==> src/rtl/quad_step_decoder.sv <==
// Quadrature A/B front end: two-flop synchroniser, stability filter, Gray-code
// decoder and saturating position counter with step/direction/limit/error pulses.
module quad_step_decoder #(
  parameter int WIDTH      = 3,
  parameter int FILTER_LEN = 4   // legal range 1..15
) (
  input  logic             clk,
  input  logic             rst,
  input  logic             enable,
  input  logic             phase_a,
  input  logic             phase_b,
  output logic             step,
  output logic             up_down,
  output logic [WIDTH-1:0] count,
  output logic             limit,
  output logic             error
);

  typedef enum logic {
    ST_INIT,
    ST_TRACK
  } state_t;

  localparam logic [3:0]       FLT_LAST  = 4'(FILTER_LEN - 1);
  localparam logic [WIDTH-1:0] COUNT_MAX = '1;
  localparam logic [WIDTH-1:0] COUNT_ONE = WIDTH'(1);

  state_t     state, state_nxt;
  logic [1:0] sync_meta, sync, sync_prev;
  logic [1:0] filtered, filtered_nxt;
  logic [3:0] flt_cnt, flt_cnt_nxt;
  logic       stable;

  // Decoded result of an accept, presented to the output stage one edge later.
  logic       evt_valid, evt_valid_nxt;
  logic       evt_up, evt_up_nxt;
  logic       evt_illegal, evt_illegal_nxt;

  // Forward Gray sequence: 00 -> 01 -> 11 -> 10 -> 00.
  function automatic logic [1:0] gray_fwd(input logic [1:0] v);
    case (v)
      2'b00:   return 2'b01;
      2'b01:   return 2'b11;
      2'b11:   return 2'b10;
      default: return 2'b00;
    endcase
  endfunction

  // NOTE: this reset is synchronous, so it appears only inside the clocked
  // branch and rst must be held across at least one rising edge.
  always_ff @(posedge clk) begin
    if (rst) begin
      sync_meta <= '0;
      sync      <= '0;
      sync_prev <= '0;
    end else begin
      // NOTE: non-blocking assignments make this a true three-stage shift;
      // blocking ones would collapse it into a single flop.
      sync_meta <= {phase_a, phase_b};
      sync      <= sync_meta;
      sync_prev <= sync;
    end
  end

  assign stable = (sync == sync_prev);

  always_ff @(posedge clk) begin
    if (rst) begin
      state       <= ST_INIT;
      filtered    <= '0;
      flt_cnt     <= '0;
      evt_valid   <= 1'b0;
      evt_up      <= 1'b0;
      evt_illegal <= 1'b0;
    end else begin
      state       <= state_nxt;
      filtered    <= filtered_nxt;
      flt_cnt     <= flt_cnt_nxt;
      evt_valid   <= evt_valid_nxt;
      evt_up      <= evt_up_nxt;
      evt_illegal <= evt_illegal_nxt;
    end
  end

  always_comb begin
    // NOTE: every output of this block is defaulted first so that no path
    // through the case statement can infer a latch.
    state_nxt       = state;
    filtered_nxt    = filtered;
    flt_cnt_nxt     = flt_cnt;
    evt_valid_nxt   = 1'b0;
    evt_up_nxt      = 1'b0;
    evt_illegal_nxt = 1'b0;

    case (state)
      ST_INIT: begin
        // Adopt whatever the encoder sits at once it has settled; no event.
        if (!stable) begin
          flt_cnt_nxt = '0;
        end else if (flt_cnt == FLT_LAST) begin
          filtered_nxt = sync;
          flt_cnt_nxt  = '0;
          state_nxt    = ST_TRACK;
        end else begin
          flt_cnt_nxt = flt_cnt + 4'd1;
        end
      end

      default: begin
        if (!stable || sync == filtered) begin
          flt_cnt_nxt = '0;
        end else if (flt_cnt == FLT_LAST) begin
          // Candidate accepted: filtered always follows, even when illegal.
          filtered_nxt    = sync;
          flt_cnt_nxt     = '0;
          evt_valid_nxt   = 1'b1;
          evt_illegal_nxt = ((sync ^ filtered) == 2'b11);
          evt_up_nxt      = (sync == gray_fwd(filtered));
        end else begin
          flt_cnt_nxt = flt_cnt + 4'd1;
        end
      end
    endcase
  end

  always_ff @(posedge clk) begin
    if (rst) begin
      step    <= 1'b0;
      up_down <= 1'b0;
      count   <= '0;
      limit   <= 1'b0;
      error   <= 1'b0;
    end else begin
      step  <= 1'b0;
      limit <= 1'b0;
      error <= 1'b0;
      // Events arriving while disabled are dropped, not deferred.
      if (evt_valid && enable) begin
        if (evt_illegal) begin
          error <= 1'b1;
        end else begin
          step    <= 1'b1;
          up_down <= evt_up;
          if (evt_up) begin
            if (count == COUNT_MAX) limit <= 1'b1;
            else                    count <= count + COUNT_ONE;
          end else begin
            if (count == '0) limit <= 1'b1;
            else             count <= count - COUNT_ONE;
          end
        end
      end
    end
  end

endmodule
==> config.mk <==
export PLATFORM = sky130hd
export DESIGN_NAME = quad_step_decoder
export DESIGN_NICKNAME = d
export VERILOG_FILES = /design/src/rtl/quad_step_decoder.sv
export SDC_FILE = /design/constraint.sdc
export NUM_CORES = 1
export LEC_CHECK = 0
export BUFFER_PORTS_ARGS = -buffer_cell sky130_fd_sc_hd__buf_2
export CORE_MARGIN = 2
export CORE_UTILIZATION = 45
export DETAILED_ROUTE_END_ITERATION = 10
export PLACE_DENSITY = 0.65
export SLEW_MARGIN = 20
export SYNTH_ARGS = -nofsm -noshare
export SYNTH_HDL_FRONTEND = slang
export SYNTH_SLANG_ARGS = --single-unit
==> constraint.sdc <==
create_clock -name clk -period 1.89 [get_ports clk]
set_input_delay 0.0945 -clock clk [delete_from_list [all_inputs] [get_ports clk]]
set_output_delay 0.0945 -clock clk [all_outputs]
set_load 0.05 [all_outputs]
==> impl_metrics.toml <==
[route]
routedWlPerCell_um = 10.8
drcViolationCount = 0
routed_wirelength_um = 1370
drt-pass1-iter-count = 4
drt_iter0_drc = 8
vias = 627
antenna_left = 0
viasPerCell = 4.94

[setup_path]
arrival_ns = 1.91
path_class = "flop to flop"
start_kind = "flop"
crit_path_end_kind = "flop"
cp_max_fo = 6
worstSetupStartpoint = "evt_up$_SDFF_PP0_"
r2r_cells = 5
r2r_start = "evt_up$_SDFF_PP0_"
required_ns = 2.08

[sta]
slew_headroom_pct = 71.7
slew_violations = 0
fin_crit_ns = 1.72
grt_setup_unrepaired = "false"
timing_hold_violations_final = 0
tns_ns = 0
max_freq_mhz = 583
finalSetupViolations = 0
fin_crit_sh_pct = 90.8
skew_ns = 0.00350
worstMarginPinSlew_ns = 0.422

[finish]
syn_to_final_growth_pct = 14.2
seqCellArea_um2 = 460
multi_input_comb_area_um2 = 440
instances_no_fill = 127
utilization_pct = 53.9
layout-drive-gt1-share_pct = 20.0
antenna_cells = 0
fillCellCount = 198
nets = 108

[pwr]
powerDensity_mw_per_mm2 = 719
switchingPower_mw = 0.156
p_int_mw = 0.597
vdd_drop_max_uv = 594
pwr-share-seq_pct = 66.6
p_total_mw = 0.753
switching_share_pct = 20.7
cellLeakagePower_nw = 0.455
comb_power_share_pct = 5.3
pwr-share-clk_pct = 28.0

[yosys]
yosys-mux-area-fraction_pct = 5.87
ys_ff_latch = 23
synth_area_um2 = 917
synth_top_family_by_area = "simple AND/OR/NAND/NOR gates"
ys_async_sr_fraction_pct = 0
synth_compound_area_share_pct = 4.50
synth_cells = 84
synth_top_area_share_pct = 50.2
synthAdderAreaFrac_pct = 3.55
synth_common_cells = "dfxtp_1, nor2b_1, xor2_1"
netlist_top_cells_area = "dfxtp_1, nor2b_1, xor2_1"
avgSynthCellArea_um2 = 10.9
synth_cell_type_count = 31
syn_nets = 91
yosys_warnings = 0
ys_dominant_reg_cell = "dfxtp_1"
synth_most_common_cell = "dfxtp_1"
synth_top_area_cell = "dfxtp_1"
yosys.area_share.simple_pct = 26.5
synth_xor_area_share_pct = 7.64
yosysSeqAreaShare_pct = 50.2
synth_edf_count = 0

[clocking]
cts_resized = 0
cts_tree = "done"
htreeDepth = 1
clock_path_buffers = 2
insertion_delay_ns = 0.30
clkSinkCount = 23
root_buffer = "clkbuf_4"
clkTransAtPathRegs_ns = 0.11
cts_buffers = 3

[placement]
place.port_buffers = 11
dp_cells = 121
dp_hpwl_um = 1000
place_congestion = 0.787

[grt]
antenna_found_initial = 0
grt_start_max_net_pins = 17
grt_pass1_vias = 652
grt-ovfl-total = 0
grt.total_usage_pct = 14.6
grt_pass1_wl_um = 2710

[die]
io-pin-count = 12
rows = 16
initial_utilization_pct = 47.2
fp.dieH_um = 49.1
die_area_mm2 = 0.00242
die_w_um = 49.1
core_mm2 = 0.00194

[min_path]
worstHoldStart = "enable"
holdPathStages = 2
hp-class = "input port to flop"

[outcome]
outcome = "finished, final reports clean"

[job]
cap_violations = 0
==> power by group through the flow <==
stage | logic, mW | clock network, mW | registers (mW)
global placement | 0.0365 | 0 | 0.513
finish | 0.0400 | 0.211 | 0.502
CTS | 0.0407 | 0.226 | 0.502
global route | 0.0458 | 0.245 | 0.504
detailed placement | 0.0375 | 0 | 0.513
floorplan | 0.0270 | 0 | 0.512
==> per-layer routing <==
| metal | vias to the layer above | track usage, % | wire [µm] |
|---|---|---|---|
| li1 | 325 | - | - |
| met1 | 286 | 17.6 | 658 |
| met5 | - | 0 | 0 |
| met4 | 0 | 4.29 | 13 |
| met2 | 14 | 24.1 | 622 |
| met3 | 2 | 5.52 | 78 |
==> path summary, 6_finish.rpt <==
| path | to | slack, ns |
|---|---|---|
| worst max register to register | count[2]$_SDFFE_PP0P_ | 0.17 |
| worst min-delay path | error$_SDFF_PP0_ | 0.1 |
| worst min register to register | sync[1]$_SDFF_PP0_ | 0.45 |
| worst max-delay path | count[2]$_SDFFE_PP0P_ | 0.17 |
==> stage by stage <==
stage                     worst slack, ns  instance area, µm²  hold slack, ns
after global placement              0.208                1000           0.310
after global routing               0.0470                1050          0.0965
after floorplan                    0.0893                 917           0.174
after detailed placement            0.151                1000           0.317
final                               0.174                1050          0.0998
after CTS                           0.143                1050          0.0917
==> repair_timing <==
item                      in CTS  in global routing
setup buffers                  0                  0
hold endpoints to repair       2                  0
hold buffers                   2                  0
==> kinds of logic (layout without fill, tap and decap cells) <==
| family | count (synthesis) | after routing |
|---|---|---|
| AO/OA/AOI/OAI | 7 | 7 |
| multiplexers | 5 | 5 |
| adder cells (fa/ha/maj) | 2 | 2 |
| buffers and inverters | 4 | 20 |
| flip-flops | 23 | 23 |
| XOR/XNOR | 8 | 8 |
| AND/OR/NAND/NOR | 35 | 35 |
==> cell type report <==
cell class / instances / share of cell area, %
clock buffers: 4 / 2.51
well taps: 27 / 3.23
flip-flops and latches: 23 / 44.0
multi-input cells: 57 / 42.1
repair buffers: 13 / 7.17
inverters: 3 / 1.08
==> cells in the final DEF, fill, tap and decap left out, types with 2 or more instances in the layout <==
master	netlist	routed
dfxtp_1	23	23
buf_2	1	11
nor2b_1	10	10
xor2_1	5	5
nor2_1	4	4
nor3_1	4	4
inv_1	3	3
mux2_1	3	3
xnor2_1	3	3
clkbuf_4	0	3
mux2i_1	2	2
nor4_2	2	2
nor4_1	2	2
nand2_1	2	2
a21oi_1	2	2
nand3_1	2	2
dlygate4sd3_1	0	2
==> flip-flops by register name, indices dropped and copies added, names as in the netlist, 2 cells and up <==
register and flops:
flt_cnt 4, filtered 2, count 3, sync_prev 2, sync 2, sync_meta 2
==> worst max-delay path, cell delays in order, from the launching register on <==
cell and delay [ns]:
dfxtp_1 0.45, inv_1 0.08, fa_1 0.38, xor2_1 0.15, nor4_1 0.21, mux2_1 0.34
No activity file was read; power rests on OpenSTA's default activity.
